**config.mk**
```make
export PLATFORM = sky130hd
export DESIGN_NAME = clock_enable_gen
export DESIGN_NICKNAME = d
export VERILOG_FILES = /design/src/rtl/clock_enable_gen.sv
export SDC_FILE = /design/constraint.sdc
export NUM_CORES = 1
export LEC_CHECK = 0
export BUFFER_PORTS_ARGS = -buffer_cell sky130_fd_sc_hd__buf_2
export CORE_MARGIN = 2
export CORE_UTILIZATION = 47
export CTS_BUF_LIST = sky130_fd_sc_hd__clkbuf_16
export DETAILED_ROUTE_END_ITERATION = 8
export GPL_TIMING_DRIVEN = 0
export PLACE_DENSITY = 0.69
export SLEW_MARGIN = 10
export SYNTH_ARGS = -nofsm -noshare
export SYNTH_HDL_FRONTEND = slang
export SYNTH_SLANG_ARGS = --single-unit
```
**constraint.sdc**
```tcl
create_clock -name i_clk -period 4.75 [get_ports i_clk]
set_input_delay 0.475 -clock i_clk [delete_from_list [all_inputs] [get_ports i_clk]]
set_output_delay 0.475 -clock i_clk [all_outputs]
set_load 0.02 [all_outputs]
```
**src/rtl/clock_enable_gen.sv**
```systemverilog
// Multi-channel clock-enable generator with double-buffered dividers and a small register bank.
// Optional channel phase-sync register enabled by defining CLKGEN_SYNC_EN.
module clock_enable_gen #(
    parameter int              NUM_CH        = 3,
    parameter int              DIV_WIDTH     = 8,
    parameter int              DIV_DEFAULT   = 0,
    parameter logic [5:0]      CH_EN_DEFAULT = 6'd1
) (
    input  logic              i_clk,
    input  logic              i_reset,
    input  logic [3:0]        i_addr,
    input  logic [7:0]        i_data,
    input  logic              i_we,
    input  logic              i_re,
    output logic [7:0]        o_data,
    output logic [NUM_CH-1:0] o_ce,
    output logic [NUM_CH-1:0] o_phase
);

    localparam logic [DIV_WIDTH-1:0] DIV_RST   = DIV_WIDTH'(DIV_DEFAULT);
    localparam logic [2:0]           NUM_CH_ID = 3'(NUM_CH);

    logic [NUM_CH-1:0][DIV_WIDTH-1:0] cnt_r, cnt_d_s, active_r, active_d_s, shadow_r, shadow_d_s;
    logic [NUM_CH-1:0][DIV_WIDTH-1:0] sh_lo_s, sh_hi_s;
    logic [NUM_CH-1:0][7:0]           rd_lo_s, rd_hi_s;
    logic [NUM_CH-1:0]                pending_r, pending_d_s, ce_r, ce_d_s, phase_r, phase_d_s;
    logic [NUM_CH-1:0]                ctrl_r, sync_s, wr_lo_s, wr_hi_s;
    logic [7:0]                       rdata_s, data_r;

`ifdef CLKGEN_SYNC_EN
    localparam logic SYNC_PRESENT = 1'b1;
    assign sync_s = (i_we && (i_addr == 4'hE)) ? i_data[NUM_CH-1:0] : '0;
`else
    localparam logic SYNC_PRESENT = 1'b0;
    assign sync_s = '0;
`endif

    // Phase stays high while cnt < ceil((div+1)/2).
    function automatic logic [DIV_WIDTH:0] half_f(input logic [DIV_WIDTH-1:0] a);
        half_f = ({1'b0, a} + (DIV_WIDTH+1)'(2)) >> 1'b1;
    endfunction

    // Byte-lane views of the divider registers; bits at or above DIV_WIDTH never exist.
    for (genvar g = 0; g < NUM_CH; g++) begin : g_ch
        if (DIV_WIDTH > 8) begin : g_wide
            assign sh_lo_s[g] = {shadow_r[g][DIV_WIDTH-1:8], i_data};
            assign sh_hi_s[g] = {i_data[DIV_WIDTH-9:0], shadow_r[g][7:0]};
            assign rd_lo_s[g] = active_r[g][7:0];
            assign rd_hi_s[g] = 8'(active_r[g][DIV_WIDTH-1:8]);
        end else begin : g_narrow
            assign sh_lo_s[g] = i_data[DIV_WIDTH-1:0];
            assign sh_hi_s[g] = shadow_r[g];
            assign rd_lo_s[g] = 8'(active_r[g]);
            assign rd_hi_s[g] = 8'd0;
        end
    end

    // Divider register write decode.
    always_comb begin
        wr_lo_s = '0;
        wr_hi_s = '0;
        for (int ch = 0; ch < NUM_CH; ch++) begin
            wr_lo_s[ch] = i_we && (i_addr == 4'(2 * ch));
            wr_hi_s[ch] = i_we && (i_addr == 4'(2 * ch + 1));
        end
    end

    // Per-channel counter, divider hand-over and strobe generation.
    always_comb begin
        cnt_d_s     = cnt_r;
        active_d_s  = active_r;
        shadow_d_s  = shadow_r;
        pending_d_s = pending_r;
        ce_d_s      = '0;
        phase_d_s   = '0;
        for (int ch = 0; ch < NUM_CH; ch++) begin
            if (wr_lo_s[ch]) begin
                shadow_d_s[ch] = sh_lo_s[ch];
            end else if (wr_hi_s[ch]) begin
                shadow_d_s[ch] = sh_hi_s[ch];
            end else begin
                shadow_d_s[ch] = shadow_r[ch];
            end

            if (!ctrl_r[ch]) begin
                // An idle channel has nothing to glitch, so commits apply at once.
                cnt_d_s[ch]     = '0;
                pending_d_s[ch] = 1'b0;
                if (wr_hi_s[ch]) begin
                    active_d_s[ch] = sh_hi_s[ch];
                end else if (pending_r[ch]) begin
                    active_d_s[ch] = shadow_r[ch];
                end else begin
                    active_d_s[ch] = active_r[ch];
                end
            end else if (sync_s[ch]) begin
                cnt_d_s[ch]     = '0;
                pending_d_s[ch] = 1'b0;
                active_d_s[ch]  = pending_r[ch] ? shadow_r[ch] : active_r[ch];
            end else if (cnt_r[ch] == active_r[ch]) begin
                cnt_d_s[ch] = '0;
                ce_d_s[ch]  = 1'b1;
                // A commit landing on the terminal count defers the load by one period.
                if (wr_hi_s[ch]) begin
                    pending_d_s[ch] = 1'b1;
                end else if (pending_r[ch]) begin
                    active_d_s[ch]  = shadow_r[ch];
                    pending_d_s[ch] = 1'b0;
                end else begin
                    pending_d_s[ch] = 1'b0;
                end
                phase_d_s[ch] = ({1'b0, cnt_d_s[ch]} < half_f(active_d_s[ch]));
            end else begin
                cnt_d_s[ch]     = cnt_r[ch] + DIV_WIDTH'(1);
                pending_d_s[ch] = pending_r[ch] | wr_hi_s[ch];
                phase_d_s[ch]   = ({1'b0, cnt_d_s[ch]} < half_f(active_d_s[ch]));
            end
        end
    end

    // Read mux; returns the active divider, never the shadow.
    always_comb begin
        rdata_s = 8'd0;
        case (i_addr)
            4'hC: rdata_s = 8'(ctrl_r);
            4'hD: rdata_s = 8'(pending_r);
            4'hF: rdata_s = {SYNC_PRESENT, 4'b0000, NUM_CH_ID};
            default: begin
                for (int ch = 0; ch < NUM_CH; ch++) begin
                    if (i_addr == 4'(2 * ch)) begin
                        rdata_s = rd_lo_s[ch];
                    end else if (i_addr == 4'(2 * ch + 1)) begin
                        rdata_s = rd_hi_s[ch];
                    end else begin
                        rdata_s = rdata_s;
                    end
                end
            end
        endcase
    end

    // State and output registers.
    always_ff @(posedge i_clk) begin
        if (i_reset) begin
            cnt_r     <= '0;
            active_r  <= {NUM_CH{DIV_RST}};
            shadow_r  <= {NUM_CH{DIV_RST}};
            pending_r <= '0;
            ce_r      <= '0;
            phase_r   <= '0;
            ctrl_r    <= CH_EN_DEFAULT[NUM_CH-1:0];
            data_r    <= 8'd0;
        end else begin
            cnt_r     <= cnt_d_s;
            active_r  <= active_d_s;
            shadow_r  <= shadow_d_s;
            pending_r <= pending_d_s;
            ce_r      <= ce_d_s;
            phase_r   <= phase_d_s;
            if (i_we && (i_addr == 4'hC)) begin
                ctrl_r <= i_data[NUM_CH-1:0];
            end else begin
                ctrl_r <= ctrl_r;
            end
            if (i_re) begin
                data_r <= rdata_s;
            end else begin
                data_r <= data_r;
            end
        end
    end

    assign o_ce    = ce_r;
    assign o_phase = phase_r;
    assign o_data  = data_r;

endmodule
```
After elaboration in Yosys (flattened, before gate mapping) --
Cells that the tools add are included.
Operators by class: $add $sub $neg 9, $lt $le $gt $ge 6, equal/unequal tests 14, mux-type cells 39, bitwise gates (word level) 6, reductions and logical operators 14
Operator list (number):
- $mux W8 | 26
- $add A8 B2 Y9 const B | 6
- $add A8 B1 Y8 const B | 3
- $eq A8 B8 Y1 | 3
- $lt A1 B8 Y1 const A | 3
- $lt A8 B8 Y1 | 3
- $pmux W8 S3 | 1
- $eq A4 B4 Y1 const B | 3
- $mux W1 | 12
- $reduce_or A3 Y1 | 3
- $eq A4 B2 Y1 const B | 2
- $eq A4 B3 Y1 const B | 2
- $logic_and A1 B1 Y1 | 7
- $ne A2 B1 Y1 const B | 3
- $reduce_or A2 Y1 | 3
- $eq A4 B1 Y1 const B | 1
- $logic_not A4 Y1 | 1
- $not A1 Y1 | 3
- $or A1 B1 Y1 | 3
Word-level totals: bits in registers 92, word-level logic and storage cells 108

Depth between registers and ports, before layout --
Gate-level depths: netlist of run 1.
depth after elaboration 8, mapped depth 10, gate-level depth less buffers 9

Least setup slack after synthesis of run 1 --
No wires, ideal clock.
kind reg-to-reg, start register active_r[11] in the netlist's numbering, end register phase_r[1] (netlist: o_phase[1]), setup time 70 ps, arrival time 1901 ps, data required time 4680 ps, slack 2779 ps, cell stages (with the launch flop) 11, buffers on the path 1, path through dfxtp_1 clkbuf_1 and3_1 nand3_1 xor2_1 ha_1 a21o_1 a21o_1 a21oi_1 o31ai_1 a21oi_1
Between the ends: longest elaborated chain between the ends 7
Ends and longest elaborated chain:
- from (decl) | line 23 | logic [NUM_CH-1:0][DIV_WIDTH-1:0] cnt_r, cnt_d_s, active_r, active_d_s, shadow_r, shadow_d_s;
- from (signal assigned) | line 146 | active_r <= {NUM_CH{DIV_RST}};
- from (signal assigned) | line 155 | active_r <= active_d_s;
- $mux W8 | line 106 | end else if (pending_r[ch]) begin
- $mux W8 | line 104 | if (wr_hi_s[ch]) begin
- $mux W8 | line 100 | end else if (cnt_r[ch] == active_r[ch]) begin
- $mux W8 | line 85 | if (!ctrl_r[ch]) begin
- $add A8 B2 Y9 | line 40 | half_f = ({1'b0, a} + (DIV_WIDTH+1)'(2)) >> 1'b1;
- $lt A1 B8 Y1 | line 112 | phase_d_s[ch] = ({1'b0, cnt_d_s[ch]} < half_f(active_d_s[ch]));
- $mux W1 * | line 100
- to (signal assigned) | line 159 | phase_r <= phase_d_s;
- to (decl) | line 26 | logic [NUM_CH-1:0] pending_r, pending_d_s, ce_r, ce_d_s, phase_r, phase_d_s;
Mark *: on every way between the ends. The rest lies on a longest branch, timed or not. The select of a mux whose other input is x is not followed. A chain may end at the register's enable or synchronous reset.

Worst setup path after layout of run 1 --
Ends and elaborated chain as after synthesis.

==> summary.txt, run 1 <==
Synth
  • Library cells used by synthesis: 48
  • Top-count cell post-synth: dfxtp_1
  • Syn Std Cell Area: approximately 4900 sq um
  • #FFs+latches synth: just over 90
  • Number of synthesized flops with an enable pin: 0
  • Synth cell count leaders: dfxtp_1 (92), nand3_1 (62), a21oi_1 (56)
  • Post-synthesis compound-gate area fraction: approximately 15%
  • Mux share of post-synthesis cell area: around 3.7%
  • Syn Inst Count: between 500 and 600
  • Post-synthesis adder-cell area fraction: 6.95%
  • Post-synth top area share: a little under two fifths
  • Synth Net Count: 609
  • Xor and xnor area share after synthesis: between 10% and 20%
  • FFs w/ async S/R, synth: 0%
  • Largest family of logic cells by synthesized area: simple AND/OR/NAND/NOR gates
  • Top cells by area, synth: dfxtp_1 (38%), ha_1 (7.0%), xor2_1 (6.5%), nand3_1 (6.4%), a21oi_1 (5.8%)
  • Simple-gate share of the synthesized area: approximately 23%
  • Ys Warns: 0
  • Synth area leader: dfxtp_1
  • Avg Cell Area, Syn: roughly 8.6 sq um
  • Sequential share of the synthesized area: roughly 38%
  • Ys flop type: dfxtp_1

Setup path
  • Critical path endpoint category: flop
  • Critical Path AT: 2590 ps
  • Crit Path Class: reg -> reg
  • Critical path startpoint category: flop
  • Worst EP required: slightly above 5000 ps
  • Critical Path Fanout Max: 7

Clocking
  • Clock Latency Late Sink: between 300 and 400 ps
  • Post-CTS Hold Buffers: 0
  • Clock-pin slew on the worst setup and hold paths: around 70 ps
  • Post-CTS Setup Repair Bufs: 0
  • Post_cts resized: 0
  • CTS tree: done
  • TritonCTS buffer count: 9
  • H-tree depth: 3
  • Max clock buf depth: 2
  • CTS sink count: roughly 90
  • Root Buffer: clkbuf_16

Placed design
  • GP Congestion: between 0.9 and 1
  • Final HPWL DP: between 8000 and 9000 um
  • DP Cell Count: about 730
  • Port bufs: 25

Hold path
  • HP Class: in -> reg

STA
  • RSZ-0062 raised after global routing: false
  • Setup_tns: 0 ps
  • Fmax: 433 MHz
  • Worst Skew: 8.51 ps
  • Tcrit/Tclk final: 48.6%
  • Slew @ Worst Pin: 624 ps
  • Minimum period implied by the final worst setup slack: ~2300 ps
  • Final hold vios: 0
  • Worst slew margin: between 50% and 60%
  • Setup-failing EPs final: 0
  • Slew Viols, Final: 0

Power
  • Reg power frac: between 40 and 50%
  • P per Cell Area: approximately 300 nW/um^2
  • Switching share of power: 22.5%
  • Comb pwr share: under 10%
  • Worst vdd ir: ~0.18 mV
  • Psw: about 370 uW
  • Power Internal: 1260 uW
  • Leakage: approximately 0.0022 uW
  • Clk network pwr share: ~48%

Run
  • # Max-Cap Violations: 0

Floorplanning
  • Die footprint: around 11000 sq um
  • Die width: 106 um
  • Num rows: 37
  • Die Span Y: between 100 and 150 um
  • Core box area: between 10000 and 15000 sq um
  • # IOs: 30
  • Initial Util: a little under half

Route
  • Antenna Nets Post-Route: 0
  • DR vias/cell: between 5 and 6
  • Final WL: 11400 um
  • Wire length per cell: between 15 and 20 um
  • Drt drc: 0
  • DR vias: a little over 4000
  • Pre-antenna DRT Iters: 5
  • 1st-iter DRT viols: around 230

GRT
  • GRT busiest layer: met2
  • First-pass GRT wire length: roughly 19000 um
  • M1 GR Usage: a little under a third
  • Antenna violations before repair: 0
  • Largest net degree at the start of global routing: 17
  • Vias in the first global route: 3893
  • GRT Util Overall: a little over a fifth
  • Met2 Use GR: between 30 and 40%
  • Met3 usage: between 4 and 5%
  • Grt total ovfl: 0

Finish
  • Fill count: between 900 and 1000
  • Post-Layout Cell Count: 743
  • Antenna Cells: 0
  • Layout Nets: 645
  • Area growth syn-to-layout: 12.8%
  • Core Util, Final: a little over half
  • Share of cells above drive strength 1: a little over a tenth

Status
  • Outcome: finished clean
worst max-delay path: stages, from the launching register on:
cell	delay, ps
dfxtp_1	310
clkbuf_1	330
and3_1	300
nand3_1	120
xor2_1	170
ha_1	300
a21o_1	170
a21o_1	170
a21oi_1	140
o31ai_1	90
a21oi_1	150
worst paths after layout:
check	start	end	slack [ps]	depth (start not counted)
hold / removal	i_data[7]	sh_hi_s[7]$_SDFFE_PP0P_	410	3
setup / recovery	active_r[11]$_SDFFE_PP0P_	o_phase[1]$_SDFF_PP0_	2440	10
hold reg to reg	sh_hi_s[12]$_SDFFE_PP0P_	sh_hi_s[12]$_SDFFE_PP0P_	460	2
setup reg to reg	active_r[11]$_SDFFE_PP0P_	o_phase[1]$_SDFF_PP0_	2440	10
cell type report:
| cell class | instances | area, sq um | share of cell area, % |
|---|---|---|---|
| buffer | 27 | 131 | 2.40 |
| clock buffer | 9 | 225 | 4.11 |
| clock inverter | 7 | 100 | 1.83 |
| inverter | 11 | 41.3 | 0.753 |
| multi-input combinational | 436 | 2850 | 51.9 |
| sequential | 92 | 1840 | 33.6 |
| tap | 136 | 170 | 3.11 |
| timing repair buffer | 25 | 125 | 2.28 |
sequential cells by signal (all words and copies together), names as in the netlist:
signal / count
active_r: 24
cnt_r: 24
sh_hi_s: 24
o_data: 8
ctrl_r: 3
o_ce: 3
o_phase: 3
pending_r: 3
per-layer routing:
layer / share of wire [%] / routed length [um]
met5: 0 / 0
met4: 1.4 / 165
met3: 5.5 / 626
met2: 45 / 5080
met1: 48 / 5520
per-stage QoR:
stage / worst slack [ps] / hold WS (ps) / instance area [sq um] / power, uW
after detailed placement: 2500 / 448 / 5150 / 866
after floorplan: 2780 / 435 / 4860 / 841
after global placement: 2580 / 449 / 5150 / 865
final: 2440 / 407 / 5480 / 1630
after CTS: 2480 / 402 / 5480 / 1640
after global routing: 2350 / 414 / 5480 / 1680
power by group through the flow:
stage | Sequential (uW) | Combinational (uW) | Clock, uW
final | 780 | 70.1 | 779
after CTS | 780 | 69.2 | 787
after detailed placement | 797 | 68.9 | 0
after floorplan | 799 | 41.8 | 0
after global routing | 780 | 77.0 | 827
after global placement | 797 | 67.9 | 0
cell usage in the layout (no fill, tap or decap), types with 20 or more instances in the layout:
master,synthesis,final
dfxtp_1,92,92
nand3_1,62,62
a21oi_1,56,56
nor2_1,50,50
xor2_1,36,36
nand2_1,35,35
buf_2,9,34
ha_1,27,27
nor2b_1,22,22
xnor2_1,20,20
cell families (layout without fill, tap and decap cells):
| kind of cell | count (synthesis) | count (layout) |
|---|---|---|
| DFF | 92 | 92 |
| and+or+nand+nor | 213 | 213 |
| AOI/OAI and AO/OA | 122 | 122 |
| xor gates and xnor gates | 57 | 57 |
| muxes | 17 | 17 |
| adders and majority gates | 27 | 27 |
| buffers and inverters | 38 | 79 |
(Power assumes the default switching activity.)
==> run 2, diff against run 1 <==
clock period = 2.3 ns   (was 4.75 ns; I/O delays follow)
==> run 2 against run 1 <==
First-iteration DRC count grew 12%; sequential cell count stayed put; largest cell class unchanged; sequential share of layout area increased by 0.061 points; sequential power up 110%; non-clock buffer count decreased by 2.
==> summary.txt, run 2 (same netlist as run 1, synthesis figures left out) <==
Status
  • Outcome: finished clean

Power
  • Worst vdd ir: 0.378 mV (+110%)
  • P per Cell Area: 616 nW/um^2 (+110%)
  • Power, Total: 3370 uW (+110%)
  • Leakage: 0.00219 uW (about the same)

Placed design
  • DP Cell Count: 727 (unchanged)
  • GP Congestion: 0.917 (unchanged)
  • Final HPWL DP: 8800 um (unchanged)
  • Port bufs: 25 (unchanged)
  • Pre-CTS setup slack: 50.3 ps (-2450 ps)

GRT
  • First-pass GRT wire length: 19100 um (unchanged)
  • Vias in the first global route: 3893 (unchanged)
  • Largest net degree at the start of global routing: 17 (unchanged)
  • Antenna violations before repair: 0 (unchanged)
  • GRT Util Overall: 21.4% (unchanged)
  • Grt total ovfl: 0 (unchanged)

Setup path
  • Reg-to-Reg Start: active_r[11]$_SDFFE_PP0P_
  • Critical Path, Cell by Cell: and3_1 -> nand3_1 -> xor2_1 -> ha_1 -> a21o_1 -> a21o_1 -> a21oi_1 -> o31ai_1 -> a21oi_1
  • Largest stage delay, worst path: 530 ps (+200 ps)
  • Worst Reg-to-Reg Cells: 9 (-1)
  • Critical path endpoint category: flop
  • Crit Path Class: reg -> reg
  • Critical Path Fanout Max: 7 (unchanged)
  • Critical Path AT: 2450 ps (-140 ps)
  • Worst EP required: 2580 ps (-2450 ps)
  • R2R Setup Slk: 130 ps (-2310 ps)
  • Reg-to-Reg End: o_phase[1]$_SDFF_PP0_
  • Critical path startpoint category: flop
  • Slowest cell on the critical path: dfxtp_1

Finish
  • Fill count: 951 (+0.21%)
  • Commonest cells after routing, fill and taps aside: dfxtp_1 (91), nand3_1 (62), a21oi_1 (56), nor2_1 (50), xor2_1 (36)
  • Core Util, Final: 53.7% (-0.062 points)
  • Post-Layout Cell Count: 741 (-0.27%)
  • Share of cells above drive strength 1: 10.9% (+0.20 points)
  • Antenna Cells: 0 (unchanged)
  • Area growth syn-to-layout: 12.6%
  • Most common library cell in the layout ignoring fill and taps: dfxtp_1
  • Layout Nets: 643 (-0.31%)

Route
  • 1st-iter DRT viols: 257 (+12%)
  • DR vias/cell: 5.56 (+0.49%)
  • Wire length per cell: 15.3 um (about the same)
  • DR vias: 4123 (+0.22%)
  • Pre-antenna DRT Iters: 5 (unchanged)
  • Drt drc: 0 (unchanged)
  • Final WL: 11400 um (-0.24%)
  • Antenna Nets Post-Route: 0 (unchanged)

Clocking
  • H-tree depth: 3 (unchanged)
  • Clock-pin slew on the worst setup and hold paths: 70 ps (about the same)
  • Max clock buf depth: 2 (unchanged)
  • Clock Latency Late Sink: 350 ps (about the same)
  • Root Buffer: clkbuf_16
  • Post-CTS Setup Repair Bufs: 0 (unchanged)
  • TritonCTS buffer count: 9 (unchanged)
  • CTS sink count: 92 (unchanged)
  • CTS tree: done

Floorplanning
  • Die Span Y: 106 um (unchanged)
  • Num rows: 37 (unchanged)
  • # IOs: 30 (unchanged)
  • Die width: 106 um (unchanged)
  • Die footprint: 11200 sq um (unchanged)
  • Core box area: 10200 sq um (unchanged)
  • Initial Util: 47.7% (unchanged)

STA
  • Setup_tns: 0 ps (unchanged)
  • RSZ-0062 raised after global routing: false
  • Slew @ Worst Pin: 633 ps (+9.43 ps)
  • Worst slew margin: 56.7% (-0.64 points)
  • Fmax: 462 MHz (+6.6%)
  • Final hold vios: 0 (unchanged)
  • Final WS setup: 134 ps (-2310 ps)
  • Setup-failing EPs final: 0 (unchanged)
  • Worst Skew: 7.48 ps (-1.03 ps)
  • Minimum period implied by the final worst setup slack: 2170 ps (-144 ps)
  • Slew Viols, Final: 0 (unchanged)
  • Tcrit/Tclk final: 94.2% (+46 points)

Hold path
  • Hold Path Depth: 3 (unchanged)
  • HP Class: in -> reg
  • Endpoint, Worst Hold: sh_hi_s[23]$_SDFFE_PP0P_
  • Hold path start: i_data[7]

Run
  • # Max-Cap Violations: 0 (unchanged)
## run 2: cell count changes in the layout (fill, tap and decap cells not counted)
cell and delta:
clkbuf_1 -2, dfxtp_2 +1, dfxtp_1 -1
## run 2: metrics by stage
stage | instance area, sq um | hold WS [ps]
global placement | 5150 | 449
finish | 5470 | 162
CTS | 5480 | 157
global route | 5470 | 169
detailed placement | 5150 | 448
floorplan | 4860 | 374
## run 2: critical path, delay by kind of cell, from the launching register on
kind / cells / cell delay, ps
AO/OA/AOI/OAI: 5 / 720
XOR/XNOR: 1 / 170
adder cells (fa/ha/maj): 1 / 300
flip-flops: 1 / 530
AND/OR/NAND/NOR: 2 / 380
## run 2: worst max-delay path by stage
stage,startpoint,to,cells past startpoint
final,active_r[11]$_SDFFE_PP0P_,o_phase[1]$_SDFF_PP0_,9
after floorplan,active_r[11]$_SDFFE_PP0P_,o_phase[1]$_SDFF_PP0_,10
after detailed placement,active_r[11]$_SDFFE_PP0P_,o_phase[1]$_SDFF_PP0_,10
after global placement,active_r[11]$_SDFFE_PP0P_,o_phase[1]$_SDFF_PP0_,10
after global routing,active_r[2]$_SDFFE_PP0P_,o_phase[0]$_SDFF_PP0_,9
after CTS,active_r[11]$_SDFFE_PP0P_,o_phase[1]$_SDFF_PP0_,10
## run 2: per-layer routing
metal | track usage [%] | routed length (um) | up-vias | part of all wire, %
met4 | 6.39 | 193 | 0 | 1.7
li1 | - | - | 2072 | -
met2 | 32.8 | 5060 | 107 | 45
met5 | 0 | 0 | - | 0
met3 | 4.02 | 639 | 18 | 5.6
met1 | 30.7 | 5470 | 1926 | 48
## run 2: power by group
part / total (uW) / switching, uW / internal, uW
combinational: 144 / 100 / 43.6
clock: 1620 / 660 / 960
sequential: 1610 / 6.79 / 1600
## run 2: repair_timing
| action | CTS | global route |
|---|---|---|
| setup endpoints to repair | 0 | 2 |
| resized for setup | 0 | 1 |
| hold buffers | 0 | 0 |
## run 2: final cells by class
type	count	area (sq um)	share of cell area, %
Multi-Input combinational cell	436	2850	52.0
Tap cell	136	170	3.11
Sequential cell	92	1840	33.7
Clock inverter	7	100	1.83
Clock buffer	9	225	4.11
Buffer	25	124	2.26
Timing Repair Buffer	25	125	2.29
Inverter	11	41.3	0.754
==> run 3, diff against run 2 <==
CORE_UTILIZATION = 61   (was 47)
PLACE_DENSITY = 0.85   (was 0.69)
==> run 3 against run 2 <==
Sequential power about the same; count of clock-buffer cells in the layout unchanged; via count increased by 4.7%; critical path depth decreased by 1; worst hold slack improved by 0.60 ps; wire length increased by 4.5%; design area decreased by 1.0%; worst setup slack got worse by 9.5 ps; critical endpoint is now o_phase[0]$_SDFF_PP0_.
==> summary.txt, run 3 (same netlist as run 1, synthesis figures left out) <==
Status
  • Outcome: finished clean

Route
  • Drt drc: 0 (unchanged)
  • Final WL: 11900 um (+4.5%)
  • Pre-antenna DRT Iters: 5 (unchanged)
  • DR vias: 4317 (+4.7%)
  • DR vias/cell: 6.10 (+9.6%)
  • 1st-iter DRT viols: 387 (+51%)
  • Antenna Nets Post-Route: 0 (unchanged)
  • Wire length per cell: 16.8 um (+9.3%)

GRT
  • First-pass GRT wire length: 19200 um (about the same)
  • Met2 Use GR: 45.0% (+12 points)
  • Met3 usage: 3.71% (-0.31 points)
  • Antenna violations before repair: 0 (unchanged)
  • GRT busiest layer: met2
  • Grt total ovfl: 0 (unchanged)
  • GRT Util Overall: 28.1% (+6.7 points)
  • M1 GR Usage: 38.4% (+7.7 points)
  • Vias in the first global route: 3988 (+2.4%)
  • Largest net degree at the start of global routing: 18 (+1)

Power
  • Power, Total: 3290 uW (-2.4%)
  • P per Cell Area: 608 nW/um^2 (-1.4%)
  • Worst vdd ir: 0.477 mV (+26%)
  • Leakage: 0.00218 uW (-0.36%)

Finish
  • Commonest cells after routing, fill and taps aside: dfxtp_1 (91), nand3_1 (62), a21oi_1 (56), nor2_1 (50), xor2_1 (36)
  • Share of cells above drive strength 1: 10.9% (-0.018 points)
  • Most common library cell in the layout ignoring fill and taps: dfxtp_1
  • Antenna Cells: 0 (unchanged)
  • Core Util, Final: 70.1% (+16 points)
  • Layout Nets: 644 (+0.16%)
  • Area growth syn-to-layout: 11.5%

Clocking
  • Clock-pin slew on the worst setup and hold paths: 70 ps (about the same)
  • TritonCTS buffer count: 9 (unchanged)
  • H-tree depth: 3 (unchanged)
  • Clock Latency Late Sink: 340 ps (about the same)
  • Root Buffer: clkbuf_16
  • CTS sink count: 92 (unchanged)
  • Post-CTS Setup Repair Bufs: 0 (unchanged)
  • CTS tree: done
  • Max clock buf depth: 2 (unchanged)

STA
  • RSZ-0062 raised after global routing: false
  • Worst slew margin: 59.7% (+3.0 points)
  • Minimum period implied by the final worst setup slack: 2180 ps (+9.46 ps)
  • Tcrit/Tclk final: 94.6% (+0.41 points)
  • Worst Skew: 6.47 ps (-1.00 ps)
  • Final hold vios: 0 (unchanged)
  • Setup_tns: 0 ps (unchanged)
  • Fmax: 460 MHz (-0.43%)
  • Slew @ Worst Pin: 599 ps (-33.9 ps)
  • Setup-failing EPs final: 0 (unchanged)
  • Slew Viols, Final: 0 (unchanged)
  • WHS: 163 ps (+0.605 ps)

Placed design
  • Port bufs: 25 (unchanged)
  • GP Congestion: 0.883 (-3.7%)
  • Final HPWL DP: 8770 um (-0.44%)

Setup path
  • Slowest cell on the critical path: dfxtp_1
  • Crit path max-delay family: adder cells
  • R2R Setup Slk: 120 ps (about the same)
  • Critical Path Fanout Max: 6 (-1)
  • Critical Path, Cell by Cell: ha_1 -> nand2_1 -> or2_2 -> xor2_1 -> ha_1 -> nand4_1 -> o31ai_1 -> a21oi_1
  • Crit Path Class: reg -> reg
  • Worst EP required: 2530 ps (-50 ps)
  • Critical path endpoint category: flop
  • Critical Path AT: 2400 ps (-50 ps)
  • Largest stage delay, worst path: 470 ps (-60 ps)
  • Critical path startpoint category: flop
  • Crit path buffers/inverters: 0 (unchanged)
  • CP dominant cell by count: ha_1

Run
  • # Max-Cap Violations: 0 (unchanged)

Floorplanning
  • Die Span Y: 93.3 um (-12%)
  • # IOs: 30 (unchanged)
  • Num rows: 32 (-14%)
  • Core box area: 7730 sq um (-24%)
  • Die footprint: 8700 sq um (-22%)
  • Initial Util: 62.9% (+15 points)
  • Die width: 93.3 um (-12%)

Hold path
  • HP Class: in -> reg
run 3: final cells by class:
type,count,area [sq um]
Fill cell,587,2310
Multi-Input combinational cell,436,2850
Timing Repair Buffer,25,125
Sequential cell,92,1840
Tap cell,102,128
Inverter,11,41.3
Clock inverter,7,82.6
Buffer,26,128
Clock buffer,9,225
run 3: worst register-to-register path: cells and delay by family, from the launching register on:
family | cells | cell delay (ps)
AOI/OAI and AO/OA | 2 | 410
xor gates and xnor gates | 1 | 150
adders and majority gates | 2 | 580
DFF | 1 | 470
and+or+nand+nor | 3 | 450
run 3: metal layers:
metal / up-vias / part of all wire (%)
met2: 204 / 46
met4: 0 / 2.7
met5: - / 0
met1: 2012 / 44
li1: 2068 / -
met3: 33 / 6.6
run 3: timing repair:
action                                  in CTS  in global routing
hold buffers                                 0                  0
resized for setup                            0                  1
hold endpoints to repair                     0                  0
gates cloned                                 0                  0
pin swaps                                    0                  0
endpoints found under the setup margin       1                  1
run 3: worst paths after layout:
kind,from,to,depth (start not counted)
max,active_r[2]$_SDFFE_PP0P_,o_phase[0]$_SDFF_PP0_,8
min,i_data[6],sh_hi_s[14]$_SDFFE_PP0P_,3
max reg2reg,active_r[2]$_SDFFE_PP0P_,o_phase[0]$_SDFF_PP0_,8
min reg2reg,sh_hi_s[13]$_SDFFE_PP0P_,sh_hi_s[13]$_SDFFE_PP0P_,2
run 3: power by group:
group	internal, uW	switching, uW	total, uW
clock network	860	678	1540
registers	1600	7.01	1610
logic	43.6	101	145
run 3: per-stage QoR:
stage	area (sq um)	worst slack (ps)	cells
finish	5420	124	708
global route	5420	17.9	708
CTS	5420	83.6	708
detailed placement	5110	19.3	693
global placement	5110	57.1	693
floorplan	4860	329	566
